`src/rtl/rf_dump_pkg.sv`:
```
// rf_dump_pkg
//   Shared definitions for the register-file debug dumper: scan FSM state
//   encoding, index geometry and the start-index promotion helper.
//
//   Optional feature macro: RF_DUMP_SKIP_ZERO_EN
//     defined   -> a requested first index of 0 is promoted to 1, so x0 is
//                  never streamed (lo=0, hi=0 becomes an empty scan)
//     undefined -> x0 is scanned like every other register
package rf_dump_pkg;

  localparam int RF_NUM_REGS = 32;
  localparam int RF_IDX_W    = $clog2(RF_NUM_REGS);
  localparam int RF_DATA_W   = 32;
  localparam logic [RF_IDX_W-1:0] RF_LAST_IDX = 5'd31;

  typedef enum logic [1:0] {
    IDLE = 2'd0,
    LOAD = 2'd1,
    SEND = 2'd2,
    DONE = 2'd3
  } rf_dump_state_e;

  // First index actually scanned for a requested range_lo.
  function automatic logic [RF_IDX_W-1:0] effective_lo(input logic [RF_IDX_W-1:0] lo);
`ifdef RF_DUMP_SKIP_ZERO_EN
    return (lo == '0) ? RF_IDX_W'(1) : lo;
`else
    return lo;
`endif
  endfunction

endpackage

```
`src/rtl/rf_debug_dumper.sv`:
```
// rf_debug_dumper
//   Walks a register index range on command, samples each register through
//   the asynchronous debug read port and streams (index, value) beats over a
//   valid/ready interface. Scans are not snapshots: each register is sampled
//   in its own LOAD cycle.
//
//   Optional feature macro: RF_DUMP_SKIP_ZERO_EN (see rf_dump_pkg).
//
//   Ports
//     clk          in   clock, all state on posedge
//     rstn         in   asynchronous active-low reset
//     start        in   scan request, accepted only when idle
//     range_lo     in   [4:0] first index, sampled on accepted start
//     range_hi     in   [4:0] last index, sampled on accepted start
//     busy         out  high while loading/sending beats
//     done         out  one-cycle pulse at end of scan
//     debug_rf_ra  out  [4:0] debug read address to the register file
//     debug_rf_rd  in   [DATA_W-1:0] debug read data (combinational from ra)
//     out_valid    out  beat valid
//     out_ready    in   sink ready
//     out_idx      out  [4:0] register index of current beat
//     out_data     out  [DATA_W-1:0] register value of current beat
//     out_last     out  final beat of the scan
module rf_debug_dumper
  import rf_dump_pkg::*;
#(
  parameter int DATA_W = RF_DATA_W
) (
  input  logic                clk,
  input  logic                rstn,
  input  logic                start,
  input  logic [RF_IDX_W-1:0] range_lo,
  input  logic [RF_IDX_W-1:0] range_hi,
  output logic                busy,
  output logic                done,
  output logic [RF_IDX_W-1:0] debug_rf_ra,
  input  logic [DATA_W-1:0]   debug_rf_rd,
  output logic                out_valid,
  input  logic                out_ready,
  output logic [RF_IDX_W-1:0] out_idx,
  output logic [DATA_W-1:0]   out_data,
  output logic                out_last
);

  rf_dump_state_e      state;
  logic [RF_IDX_W-1:0] idx;
  logic [RF_IDX_W-1:0] hi_q;
  logic [RF_IDX_W-1:0] lo_eff;

  assign lo_eff = effective_lo(range_lo);

  // The read address is the index register itself, so it is defined in
  // every state and the debug port settles before the LOAD sample edge.
  assign debug_rf_ra = idx;

  always_ff @(posedge clk or negedge rstn) begin
    if (!rstn) begin
      state     <= IDLE;
      idx       <= '0;
      hi_q      <= '0;
      busy      <= 1'b0;
      done      <= 1'b0;
      out_valid <= 1'b0;
      out_idx   <= '0;
      out_data  <= '0;
      out_last  <= 1'b0;
    end else begin
      case (state)
        IDLE: begin
          if (start) begin
            hi_q <= range_hi;
            idx  <= lo_eff;
            // An inverted range produces no beats, only the done pulse.
            if (lo_eff > range_hi) begin
              done  <= 1'b1;
              state <= DONE;
            end else begin
              busy  <= 1'b1;
              state <= LOAD;
            end
          end
        end

        LOAD: begin
          out_data  <= debug_rf_rd;
          out_idx   <= idx;
          out_last  <= (idx == hi_q);
          out_valid <= 1'b1;
          state     <= SEND;
        end

        // Beat registers are only rewritten in LOAD, so they hold while
        // the sink stalls.
        SEND: begin
          if (out_ready) begin
            out_valid <= 1'b0;
            if (out_last) begin
              busy  <= 1'b0;
              done  <= 1'b1;
              state <= DONE;
            end else begin
              // hi_q <= 31 means the last beat always precedes overflow;
              // the guard just keeps idx from ever wrapping.
              if (idx != RF_LAST_IDX) begin
                idx <= idx + RF_IDX_W'(1);
              end
              state <= LOAD;
            end
          end
        end

        DONE: begin
          done  <= 1'b0;
          state <= IDLE;
        end

        default: state <= IDLE;
      endcase
    end
  end

endmodule
```
`config.mk`:
```
export PLATFORM = sky130hd
export DESIGN_NAME = rf_debug_dumper
export DESIGN_NICKNAME = d
export VERILOG_FILES = /design/src/rtl/rf_dump_pkg.sv /design/src/rtl/rf_debug_dumper.sv
export SDC_FILE = /design/constraint.sdc
export NUM_CORES = 1
export LEC_CHECK = 0
export ABC_AREA = 1
export CORE_ASPECT_RATIO = 0.75
export CORE_MARGIN = 2
export CORE_UTILIZATION = 43
export CTS_CLUSTER_SIZE = 24
export DETAILED_ROUTE_END_ITERATION = 16
export GPL_TIMING_DRIVEN = 0
export PLACE_DENSITY = 0.79
export SLEW_MARGIN = 10
export SYNTH_ARGS = -nofsm -noshare
export SYNTH_HDL_FRONTEND = slang
export SYNTH_SLANG_ARGS = --single-unit
```
`constraint.sdc`:
```
create_clock -name clk -period 1.9 [get_ports clk]
set_clock_uncertainty 0.05 [all_clocks]
set_input_delay 0.19 -clock clk [delete_from_list [all_inputs] [get_ports clk]]
set_output_delay 0.19 -clock clk [all_outputs]
set_load 0.005 [all_outputs]
```
==> summary.md, run 1 <==
| Metric | Value |
|---|---|
| Status | `finished clean` |
| Iteration-0 DRC Markers | `86` |
| HPWL Detailed | `roughly 4500 um` |
| Share of the synthesized area in the top cell type | `55.97%` |
| DP Area | `3390 um2` |
| H-tree depth | `2` |
| Root buffer cell | `clkbuf_8` |
| Most used DFF post-synth | `dfrtp_1` |
| Vias in the first global route | `slightly below 2k` |
| CP endpoint kind | `register` |
| Aggregate global routing overflow | `0` |
| Synth async-reset ratio | `100.0%` |
| Final Cell Area | `approximately 3500 um2` |
| Rows | `23` |
| Worst VDD drop | `0.7360 mV` |
| DIE HEIGHT | `68.29 um` |
| Inst Count DP | `between 400 and 500` |
| Area leader, netlist | `dfrtp_1` |
| Number of synthesized flops with an enable pin | `0` |
| Fin nets | `about 440` |
| Syn. warnings | `0` |
| Input/output buffers | `just over 90` |
| RSZ-0062 raised after global routing | `no` |
| Layout cells sized above 1 | `slightly below 8%` |
| N_diodes | `0` |
| Crit path launch type | `register` |
| Die area | `around 6000 um2` |
| Critical path required time | `2020 ps` |
| CORE AREA | `~5300 um2` |
| # setup viols final | `0` |
| Hold WC Path Type | `input pin to register` |
| Drt pass-1 iters | `4` |
| Synth cell count leaders | `nand2_1, dfrtp_1, inv_1` |
| Max Fclk | `571.1 MHz` |
| Routed vias/inst | `between 4 and 5` |
| Power Density | `approximately 1500 nW/um2` |
| Endpoints failing hold | `0` |
| Tot GR Track Use | `19.00%` |
| TritonCTS clock tree | `built` |
| Slew Limit Fails | `0` |
| Via count | `2122` |
| Clk buf depth | `2` |
| Final Critical Period | `roughly 1800 ps` |
| Syn nets | `roughly 330` |
| Sequential element share of the synthesized area | `a little under three fifths` |
| CP Max Fanout | `9` |
| Area grow syn2layout | `47.31%` |
| DRT Wirelength | `around 5700 um` |
| DR WL/cell | `around 12 um` |
| Chip width | `between 80 and 90 um` |
| Pre-CTS WS | `about 150 ps` |
| Total Power | `5.312 mW` |
| Largest cells by area after synthesis | `dfrtp_1, nand2_1, ha_1` |
| Largest net degree at the start of global routing | `30` |
| Slew @ Worst Pin | `648.2 ps` |
| # IOs | `just over 90` |
| Max cap viols | `0` |
| Most frequent cell after synthesis | `nand2_1` |
| Tcrit/Tclk final | `just over 90%` |
| Initial Utilization | `between 40% and 50%` |
| First-pass GRT wire length | `approximately 9000 um` |
| Routability congestion estimate | `~0.83` |
| Clk sinks | `53` |
| Arrival time at the worst endpoint | `~1900 ps` |
| Clk_lat worst skew | `300 ps` |
| Reg clk slew, reported paths | `90 ps` |
| Slew Limit Headroom | `56.79%` |
| Drc violations | `0` |
| TritonCTS Buffers | `5` |
| Synth Instances | `roughly 280` |
| Layout Cells excl Fill | `458` |
| Synth Register Bits | `53` |
| Routed Antenna Nets | `0` |
| Mean area per synthesized cell | `8.433 um2` |
| Setup ws final | `between 100 and 150 ps` |
| Post-Syn Area | `roughly 2400 um2` |
| Crit path kind | `register to register` |
| Lkg Pwr | `roughly 1.7 nW` |
| Initial antenna violation count | `0` |
| Synth unique cells | `23` |
==> state kept, by name, summed over array words and instances, names as in the netlist <==
register	flops
out_valid	1
out_idx	5
done	1
out_last	1
hi_q	5
out_data	32
busy	1
state	2
debug_rf_ra	5
==> path summary, 6_finish.rpt <==
check	from	end	cells past startpoint	slack, ps
max reg2reg	debug_rf_ra[1]	debug_rf_ra[4]	9	150
min in group asynchronous	rstn	out_data[20]	2	400
max in group asynchronous	rstn	debug_rf_ra[0]	3	840
max	debug_rf_ra[1]	debug_rf_ra[4]	9	150
min reg2reg	out_data[0]	out_data[0]	2	430
min	debug_rf_rd[19]	out_data[19]	3	370
==> power breakdown <==
part / switching (mW) / total [mW] / internal, mW
sequential: 0.381 / 2.07 / 1.69
clock: 0.350 / 0.606 / 0.256
combinational: 1.24 / 2.64 / 1.40
==> cell usage in the layout, fill, tap and decap left out, types with 6 or more instances in the layout <==
master / instances
dfrtp_1: 52
clkdlybuf4s50_1: 90
nand2_1: 137
nor2_1: 11
inv_1: 18
o21ai_0: 12
a21oi_1: 6
buf_2: 8
ha_1: 7
==> kinds of logic after synthesis <==
group	after synthesis	share of synthesized area [%]
AOI/OAI and AO/OA	28	6.442
xor gates and xnor gates	2	0.7393
adders and majority gates	7	3.696
buffers and inverters	28	4.963
DFF	53	55.97
muxes	1	0.4752
and+or+nand+nor	162	27.72
==> worst max-delay path, cell delays in order (launching register included) <==
cell,delay [ps]
dfrtp_1,440
ha_1,220
nand2_1,80
nor2_1,160
ha_1,190
nor2_1,50
nand2_1,140
nand2_4,100
o211ai_1,90
o21ai_0,110
==> cell type report <==
type	count	area, um2
Inverter	20	75.07
Clock inverter	2	10.01
Fill cell	433	1833
Multi-Input combinational cell	200	925.9
Sequential cell	53	1328
Tap cell	75	93.84
Timing Repair Buffer	94	943.4
Buffer	8	42.54
Clock buffer	6	72.57
==> what timing repair did <==
action	CTS	global route
setup endpoints to repair	0	4
hold buffers	1	0
hold endpoints to repair	28	0
buffers inserted	0	1
resized for setup	0	1
==> through the flow <==
stage | TNS [ps] | util [%] | hold slack, ps
finish | 0 | 65.57 | 366.1
global placement | -52070 | 63.38 | 402.2
detailed placement | 0 | 63.67 | 203.2
CTS | 0 | 65.41 | 361.9
global route | 0 | 65.57 | 372.3
floorplan | 0 | - | -155.6
==> metal layers <==
metal / share of wire, % / GRT usage, %
met2: 45 / 30.78
met3: 7.1 / 5.286
met4: 0.48 / 4.038
met1: 48 / 26.09
met5: 0 / 0
Note: power is estimated with default switching activity, not from simulation.
==> inputs of run 2 (changes only) <==
Settings changed: CTS_CLUSTER_DIAMETER from default to 120.
==> results of run 2 <==
The final DEF is identical to that of run 1; final timing and power are the same.
==> inputs of run 3 (changes only) <==
Settings changed: GPL_TIMING_DRIVEN 0 to default, HOLD_SLACK_MARGIN from default to 0.08.
==> summary.md, run 3 (same netlist as run 1, synthesis figures left out) <==
| Metric | Value |
|---|---|
| Endpoints failing hold | `0 (unchanged)` |
| H-tree depth | `2 (unchanged)` |
| TritonCTS Buffers | `5 (unchanged)` |
| Tcrit/Tclk final | `86.61% (-5.6 points)` |
| Hold WC Path Type | `input pin to register` |
| CP endpoint kind | `register` |
| Seq pwr share | `38.7% (-0.2 points)` |
| Clk sinks | `53 (unchanged)` |
| Die area | `6127 um2 (unchanged)` |
| RSZ-0062 raised after global routing | `no` |
| Cell Int Power | `3.373 mW (+0.83%)` |
| Area grow syn2layout | `46.36%` |
| Crit path kind | `register to register` |
| Routability congestion estimate | `0.8216 (-0.99%)` |
| Clk_lat worst skew | `300 ps (about the same)` |
| CORE AREA | `5324 um2 (unchanged)` |
| NetSw | `1.933 mW (-1.7%)` |
| CP Buf/Inv Count | `0 (unchanged)` |
| Inst Count DP | `443 (-1.1%)` |
| Input/output buffers | `91 (unchanged)` |
| Lkg Pwr | `1.713 nW (-0.87%)` |
| Clk buf depth | `2 (unchanged)` |
| Rows | `23 (unchanged)` |
| # setup viols final | `0 (unchanged)` |
| Critical path required time | `2030 ps (about the same)` |
| CP max stage cell | `dfrtp_1` |
| Layout Cells excl Fill | `452 (-1.3%)` |
| Most common cell after layout, fill and taps aside | `nand2_1` |
| Slew Limit Headroom | `54.75% (-2.0 points)` |
| DIE HEIGHT | `68.29 um (unchanged)` |
| Total Power | `5.306 mW (-0.11%)` |
| Arrival time at the worst endpoint | `1780 ps (-90 ps)` |
| Power Density | `1530 nW/um2 (+0.54%)` |
| Iteration-0 DRC Markers | `67 (-22%)` |
| CP Cell Sequence | `ha_1 -> nand2_1 -> nor2_1 -> ha_1 -> nor2_1 -> nand2_1 -> nand2_4 -> o211ai_1 -> o21ai_0` |
| Aggregate global routing overflow | `0 (unchanged)` |
| Max reg flops | `32 (unchanged)` |
| Chip width | `89.72 um (unchanged)` |
| Largest net degree at the start of global routing | `44 (+47%)` |
| HPWL Detailed | `4231 um (-4.9%)` |
| DRT Wirelength | `5616 um (-0.67%)` |
| Crit path launch type | `register` |
| Reg clk slew, reported paths | `100 ps (about the same)` |
| Sw frac | `36.43% (-0.60 points)` |
| Vias in the first global route | `1947 (-1.2%)` |
| Final core occ | `65.15% (-0.42 points)` |
| Via count | `2081 (-1.9%)` |
| Slew Limit Fails | `0 (unchanged)` |
| Max cap viols | `0 (unchanged)` |
| Initial antenna violation count | `0 (unchanged)` |
| Drc violations | `0 (unchanged)` |
| Worst VDD drop | `0.8878 mV (+21%)` |
| Clk pwr share | `12.9% (+1.5 points)` |
| Final Critical Period | `1646 ps (-105.6 ps)` |
| Setup ws final | `254.4 ps (+105.6 ps)` |
| Slew @ Worst Pin | `677.8 ps (+29.59 ps)` |
| Filler cell count in the final layout | `453 (+4.6%)` |
| Most flops, register | `out_data` |
| Max Fclk | `607.7 MHz (+6.4%)` |
| Most frequent cells in the layout | `nand2_1, clkdlybuf4s50_1, dfrtp_1` |
| Initial Utilization | `44.51% (unchanged)` |
| Post-cts sizing count | `0 (unchanged)` |
| Largest delay share family, worst path | `simple AND/OR/NAND/NOR gates` |
| # IOs | `92 (unchanged)` |
| Final TNS setup | `0 ps (unchanged)` |
| Logic pwr share | `48.4% (-1.3 points)` |
| CP Max Fanout | `9 (unchanged)` |
| Layout cells sized above 1 | `6.366% (-1.5 points)` |
| Routed Antenna Nets | `0 (unchanged)` |
| Routed vias/inst | `4.604 (-0.63%)` |
| Status | `finished clean` |
| DR WL/cell | `12.42 um (+0.65%)` |
| Root buffer cell | `clkbuf_8` |
| CP peak stage delay | `420 ps (-20 ps)` |
| Fin nets | `429 (-1.4%)` |
| N_diodes | `0 (unchanged)` |
| Pre-CTS WS | `131.5 ps (-15.62 ps)` |
| TritonCTS clock tree | `built` |
| Tot GR Track Use | `18.88% (-0.11 points)` |
| Drt pass-1 iters | `4 (unchanged)` |
| First-pass GRT wire length | `9156 um (-0.75%)` |
run 3: power groups by stage:
| stage | Combinational, mW | Sequential (mW) | Clock, mW |
|---|---|---|---|
| final | 2.57 | 2.06 | 0.684 |
| after global routing | 2.88 | 2.12 | 0.748 |
| after CTS | 2.61 | 2.06 | 0.703 |
| after detailed placement | 2.60 | 2.07 | 0 |
| after global placement | 2.54 | 2.06 | 0 |
| after floorplan | 1.21 | 2.08 | 0 |
run 3: through the flow:
step	cell area (um2)	hold slack [ps]
6_report	3468	373.6
3_5_place_dp	3357	212.6
2_1_floorplan	2370	-155.6
5_1_grt	3468	373.8
3_3_place_gp	3357	201.5
4_1_cts	3468	364.8
run 3: final timing paths:
| check | depth (start not counted) | from | slack (ps) | end |
|---|---|---|---|---|
| worst max-delay path | 9 | debug_rf_ra[1] | 250 | debug_rf_ra[4] |
| worst min-delay path | 3 | debug_rf_rd[19] | 370 | out_data[19] |
| worst max register to register | 9 | debug_rf_ra[1] | 250 | debug_rf_ra[4] |
| worst min register to register | 2 | out_data[9] | 430 | out_data[9] |
| max in group asynchronous | 3 | rstn | 740 | out_data[12] |
| min in group asynchronous | 2 | rstn | 400 | debug_rf_ra[4] |
run 3: repair_timing:
action / in CTS / in global routing
buffers inserted: 0 / 0
endpoints found under the hold margin: 27 / 0
hold buffers: 1 / 0
run 3: layer usage:
layer,share of wire (%),GRT usage (%),vias up
li1,-,-,1064
met2,46,30.97,58
met1,47,25.25,955
met4,0.43,4.038,0
met3,7.1,5.837,4
met5,0,0,-
run 3: layout make-up:
type	instances	area [um2]	share of cell area (%)
well taps	75	93.84	2.706
repair buffers	96	945.9	27.27
flip-flops and latches	53	1326	38.24
clock inverters	1	5.005	0.1443
clock buffers	7	96.34	2.778
inverters	20	75.07	2.164
multi-input cells	200	925.9	26.70
run 3: worst register-to-register path, delay by kind of cell, from the launching register on:
family / cells / cell delay [ps]
AO/OA/AOI/OAI: 2 / 210
AND/OR/NAND/NOR: 5 / 470
adder cells (fa/ha/maj): 2 / 380
flip-flops: 1 / 420
